[config.mk]
export PLATFORM = sky130hd
export DESIGN_NAME = automat_tabelar
export DESIGN_NICKNAME = d
export VERILOG_FILES = /design/src/rtl/automat_tabelar.sv
export SDC_FILE = /design/constraint.sdc
export NUM_CORES = 1
export LEC_CHECK = 0
export CAP_MARGIN = 20
export CORE_UTILIZATION = 40
export DETAILED_ROUTE_END_ITERATION = 16
export PLACE_DENSITY = 0.58
export SLEW_MARGIN = 20
export SYNTH_ARGS = -nofsm -noshare
export SYNTH_HDL_FRONTEND = slang
export SYNTH_SLANG_ARGS = --single-unit
export TNS_END_PERCENT = 100
[constraint.sdc]
create_clock -name clk -period 5.62 [get_ports clk]
set_input_delay 1.124 -clock clk [delete_from_list [all_inputs] [get_ports clk]]
set_output_delay 1.124 -clock clk [all_outputs]
set_load 0.01 [all_outputs]
[src/rtl/automat_tabelar.sv]
// Table-driven Mealy automaton: next state and outputs come from a writable
// {state, x} -> {next, out} table, with run/step control, restart and error trapping.
module automat_tabelar #(
    parameter int IN_W    = 2,
    parameter int OUT_W   = 9,
    parameter int ST_W    = 4,
    parameter int NUM_ST  = 11,
    parameter int INIT_ST = 0,
    parameter int OUT_REG = 0,
    parameter int CNT_W   = 16
) (
    input  logic                  clk,
    input  logic                  res,
    input  logic [IN_W-1:0]       x,
    input  logic                  run,
    input  logic                  step,
    input  logic                  restart,
    input  logic                  cfg_we,
    input  logic [ST_W+IN_W-1:0]  cfg_addr,
    input  logic [ST_W+OUT_W-1:0] cfg_data,
    output logic                  cfg_rej,
    output logic [OUT_W-1:0]      t,
    output logic [ST_W-1:0]       state,
    output logic                  err,
    output logic [CNT_W-1:0]      tr_cnt
);

    localparam int AW    = ST_W + IN_W;
    localparam int DEPTH = 1 << AW;
    localparam int EW    = ST_W + OUT_W;
    localparam logic [ST_W-1:0]  INIT_S   = ST_W'(INIT_ST);
    localparam logic [ST_W:0]    NUM_ST_L = (ST_W+1)'(NUM_ST);
    localparam logic [CNT_W-1:0] CNT_MAX  = {CNT_W{1'b1}};

    // NUM_ST may equal 2^ST_W, so compare with one extra bit of headroom
    function automatic logic legal_st(input logic [ST_W-1:0] s);
        return ({1'b0, s} < NUM_ST_L);
    endfunction

    if ((INIT_ST >= NUM_ST) || (NUM_ST > (1 << ST_W)) || (NUM_ST < 1)) begin : g_param_check
        $error("automat_tabelar: INIT_ST must be < NUM_ST and NUM_ST <= 2**ST_W");
    end

    logic [EW-1:0]    r_table [DEPTH];
    logic [ST_W-1:0]  r_state;
    logic             r_err;
    logic [CNT_W-1:0] r_tr_cnt;
    logic             r_cfg_rej;

    logic [EW-1:0]    w_entry;
    logic [ST_W-1:0]  w_next_st;
    logic [OUT_W-1:0] w_out;
    logic             w_adv;
    logic             w_fire;
    logic             w_take;
    logic             w_trap;
    logic             w_cfg_ok;
    logic [ST_W-1:0]  w_state_nxt;
    logic             w_err_nxt;
    logic [CNT_W-1:0] w_cnt_nxt;
    logic [OUT_W-1:0] w_t_comb;

    assign w_entry   = r_table[{r_state, x}];
    assign w_next_st = w_entry[EW-1:OUT_W];
    assign w_out     = w_entry[OUT_W-1:0];
    // run wins over step, so the OR covers both cases
    assign w_adv     = run | step;
    assign w_fire    = w_adv & ~r_err & ~restart;
    assign w_take    = w_fire & legal_st(w_next_st);
    assign w_trap    = w_fire & ~legal_st(w_next_st);
    assign w_cfg_ok  = cfg_we & ~run & ~step & legal_st(cfg_addr[AW-1:IN_W]);

    // Transition table storage, cleared by reset
    always_ff @(posedge clk or negedge res) begin
        if (!res) begin
            for (int i = 0; i < DEPTH; i++) begin
                r_table[i] <= '0;
            end
        end else if (w_cfg_ok) begin
            r_table[cfg_addr] <= cfg_data;
        end
    end

    // Rejected-write pulse for the cycle after the attempt
    always_ff @(posedge clk or negedge res) begin
        if (!res) begin
            r_cfg_rej <= 1'b0;
        end else begin
            r_cfg_rej <= cfg_we & ~w_cfg_ok;
        end
    end

    // State, error flag and transition counter registers
    always_ff @(posedge clk or negedge res) begin
        if (!res) begin
            r_state  <= INIT_S;
            r_err    <= 1'b0;
            r_tr_cnt <= '0;
        end else begin
            r_state  <= w_state_nxt;
            r_err    <= w_err_nxt;
            r_tr_cnt <= w_cnt_nxt;
        end
    end

    // Next-state, error and counter update
    always_comb begin
        w_state_nxt = r_state;
        w_err_nxt   = r_err;
        w_cnt_nxt   = r_tr_cnt;
        if (restart) begin
            w_state_nxt = INIT_S;
            w_err_nxt   = 1'b0;
            w_cnt_nxt   = '0;
        end else if (w_take) begin
            w_state_nxt = w_next_st;
            w_err_nxt   = r_err;
            w_cnt_nxt   = (r_tr_cnt == CNT_MAX) ? r_tr_cnt : r_tr_cnt + CNT_W'(1);
        end else if (w_trap) begin
            w_state_nxt = r_state;
            w_err_nxt   = 1'b1;
            w_cnt_nxt   = r_tr_cnt;
        end else begin
            w_state_nxt = r_state;
            w_err_nxt   = r_err;
            w_cnt_nxt   = r_tr_cnt;
        end
    end

    // Mealy output, forced to zero while trapped
    always_comb begin
        w_t_comb = '0;
        if (r_err) begin
            w_t_comb = '0;
        end else begin
            w_t_comb = w_out;
        end
    end

    if (OUT_REG != 0) begin : g_out_reg
        logic [OUT_W-1:0] r_t;

        // Registered output: loads on taken transitions, zero on trap or restart
        always_ff @(posedge clk or negedge res) begin
            if (!res) begin
                r_t <= '0;
            end else if (restart || w_trap) begin
                r_t <= '0;
            end else if (w_take) begin
                r_t <= w_t_comb;
            end else begin
                r_t <= r_t;
            end
        end

        assign t = r_t;
    end else begin : g_out_comb
        assign t = w_t_comb;
    end

    assign state   = r_state;
    assign err     = r_err;
    assign tr_cnt  = r_tr_cnt;
    assign cfg_rej = r_cfg_rej;

endmodule

==> metrics.md <==
| Metric | Value |
|---|---|
| R2R depth | 9 |
| Syn-to-layout area delta | 11.2% |
| Core ar. | 90700 um^2 |
| Yosys top cell area share | 58.0% |
| Finished Core Util | 45.2% |
| Pwr Density | 345 nW/um^2 |
| Crit Path Class | primary input to output port |
| Top-count cell post-synth | dfrtp_1 |
| RR Endpoint | tr_cnt[0]$_DFFE_PN0P_ |
| Syn nets | around 2.4k |
| Distinct cells, synth | 57 |
| Worst-Margin Slew | between 1 and 1.5 ns |
| Slew Viols, Final | 0 |
| Synth top cells by count | dfrtp_1 (854), mux2_2 (577), clkbuf_1 (344) |
| Vias | between 15k and 20k |
| Comb pwr share | 10.8% |
| Synth Instances | between 2k and 2.5k |
| Seq pwr share | roughly 47% |
| Final setup violation count | 0 |
| GRT Util Overall | 19.2% |
| Drt wl/cell | 25.3 um |
| RSZ-0062 raised after global routing | no |
| Die W | 306 um |
| Initial Util | 40.6% |
| Result of the run | finished clean |
| Vias in the first global route | between 20k and 25k |
| Top FF cell, synth | dfrtp_1 |
| Period utilisation layout | 93.9% |
| Max IR drop VDD | 0.242 mV |
| Clk buf depth | 3 |
| Startpoint types | primary input |
| Residual DRC count | 0 |
| Worst hold endpoint | r_table[73]$_DFFE_PN0P_ |
| # diodes | 0 |
| Total Wirelength | 86.8 mm |
| Hold Path Class | flip-flop to flip-flop |
| Average size of a mapped cell | around 15 um^2 |
| FF-to-FF setup slack | approximately 1.6 ns |
| Antenna Violating Nets Remaining | 0 |
| CTS Root Cell | clkbuf_16 |
| Sw Ratio | 25.2% |
| Crit path max fanout | 28 |
| Critical Path Sink Type | output port |
| Clock skew | 0.0184 ns |
| Leakage | a little under 0.02 uW |
| HPWL Detailed | 53.4 mm |
| Max H-tree Level | 3 |
| Ys Warns | 0 |
| Top post-synthesis cells by area | dfrtp_1 (58%), mux2_2 (18%), mux4_2 (15%) |
| I/O pins | 58 |
| Largest net degree at the start of global routing | 153 |
| CTS tree | built |
| Synth async-reset ratio | 100% |
| Number of DRC markers in iteration 0 | 1287 |
| Min-delay src | r_table[73]$_DFFE_PN0P_ |
| Rel. slew slack | 22.2% |
| Internal Pwr Total | 10600 uW |
| Max-cap violations | 0 |
| Layout cells sized above 1 | 47.3% |
| Leading area contributor after synthesis | dfrtp_1 |
| Die extent in y | 306 um |
| Drt first pass iters | 5 |
| Clock power share | 42.3% |
| Post-CTS setup repair buffer count | 0 |
| CTS Buf Count | 87 |
| Setup TNS | 0 ns |
| Synth Cell Area | between 30000 and 40000 um^2 |
| Final Hold Viols | 0 |
| EDFF count, synth | 0 |
| NetSw | 3570 uW |
| Clock transition at path regs | 0.05 ns |
| Post_cts resized | 0 |
| Layout Nets | 2216 |
| First-pass GRT wire length | 135 mm |
| CTS Hold Buffers Added | 0 |
| Via density | 5.56 |
| Die footprint | 93400 um^2 |
| Gpl congestion | around 0.78 |
| Fin crit period | around 5.3 ns |
| Gr ovfl total | 0 |
| CP arrival | 4.15 ns |
| Clk_lat worst skew | 0.66 ns |
| CP required | 4.50 ns |
| Port bufs | 57 |
| Flops & latches, synth | ~850 |
| F_max | 190 MHz |
| R2R Path Start | state[0]$_DFFE_PN0P_ |
| Hold Path Stages | 0 |
| Clk sink count | 854 |
| Initial antenna violation count | 3 |
| Rows | 110 |
| Sequential share of the synthesized area | between 50% and 60% |
through the flow:
step | setup slack [ns] | power, uW | cell area, um^2 | hold slack, ns | instances
after floorplan | 0.912 | 7560 | 36900 | 0.424 | 2391
after global placement | 0.303 | 8240 | 38000 | 0.360 | 3272
after detailed placement | 0.311 | 8290 | 38000 | 0.362 | 3273
after CTS | 0.308 | 14300 | 41000 | 0.375 | 3430
after global routing | 0.211 | 14700 | 41000 | 0.378 | 3432
final | 0.343 | 14100 | 41000 | 0.369 | 3432
critical path: stages:
cell	delay (ns)
buf_8	0.31
buf_12	0.31
mux4_2	0.53
mux4_2	0.53
mux4_2	0.57
nor2b_1	0.17
clkdlybuf4s50_1	0.52
per-layer routing:
layer  GRT usage (%)  routed length, um
met2            29.7              40500
met4            5.92               2520
met3            3.47               3820
met5               0                 13
met1            27.6              39900
flip-flops by register name, summed over array words and instances, names as in the netlist:
name	flops
r_table	832
cfg_rej	1
tr_cnt	16
state	4
err	1
area by class of cell:
class                      count  area (um^2)
tap                         1176         1470
clock buffer                 129         2590
timing repair buffer         140         1400
fill                        7781        49700
inverter                      10         37.5
multi-input combinational   1095        13700
clock inverter                28          388
sequential                   854        21400
kinds of logic after synthesis:
family | after synthesis | synth area share [%]
compound gates | 57 | 1.11
fa+ha+maj | 1 | 0.0339
buf+inv | 442 | 4.80
flops | 854 | 58.0
mux | 845 | 33.5
simple gates | 192 | 2.63
power by group through the flow:
stage / clock (uW) / sequential, uW / combinational, uW
2_1_floorplan: 0 / 6560 / 1000
3_3_place_gp: 0 / 6730 / 1520
3_5_place_dp: 0 / 6740 / 1540
4_1_cts: 6150 / 6630 / 1550
5_1_grt: 6400 / 6650 / 1650
6_report: 5990 / 6630 / 1530
worst max path at each step:
stage / start / endpoint / slack [ns] / cells past startpoint
final: x[0] / t[2] / 0.34 / 7
after global placement: x[0] / t[2] / 0.30 / 7
after CTS: x[0] / t[2] / 0.31 / 7
after detailed placement: x[0] / t[2] / 0.31 / 7
after floorplan: x[1] / t[0] / 0.91 / 9
after global routing: x[0] / t[2] / 0.21 / 7
layout by cell type, fill, tap and decap left out, types with 9 or more instances in the layout:
cell type        Yosys  final
nand2_1             53     53
mux2i_1             15     15
o22ai_1             11     11
nor2b_1             15     15
mux4_2             252    252
dfrtp_1            854    852
clkdlybuf4s50_1      0     54
clkbuf_8             0     23
clkbuf_16            0     88
nor3_1              13     13
buf_12               0     14
buf_4                6     66
clkinv_2             0     11
clkbuf_1           344     18
inv_1                9      9
mux2_2             577    577
nand3_1             18     18
nor2_1              42     42
No activity file was read; power rests on OpenSTA's default activity.
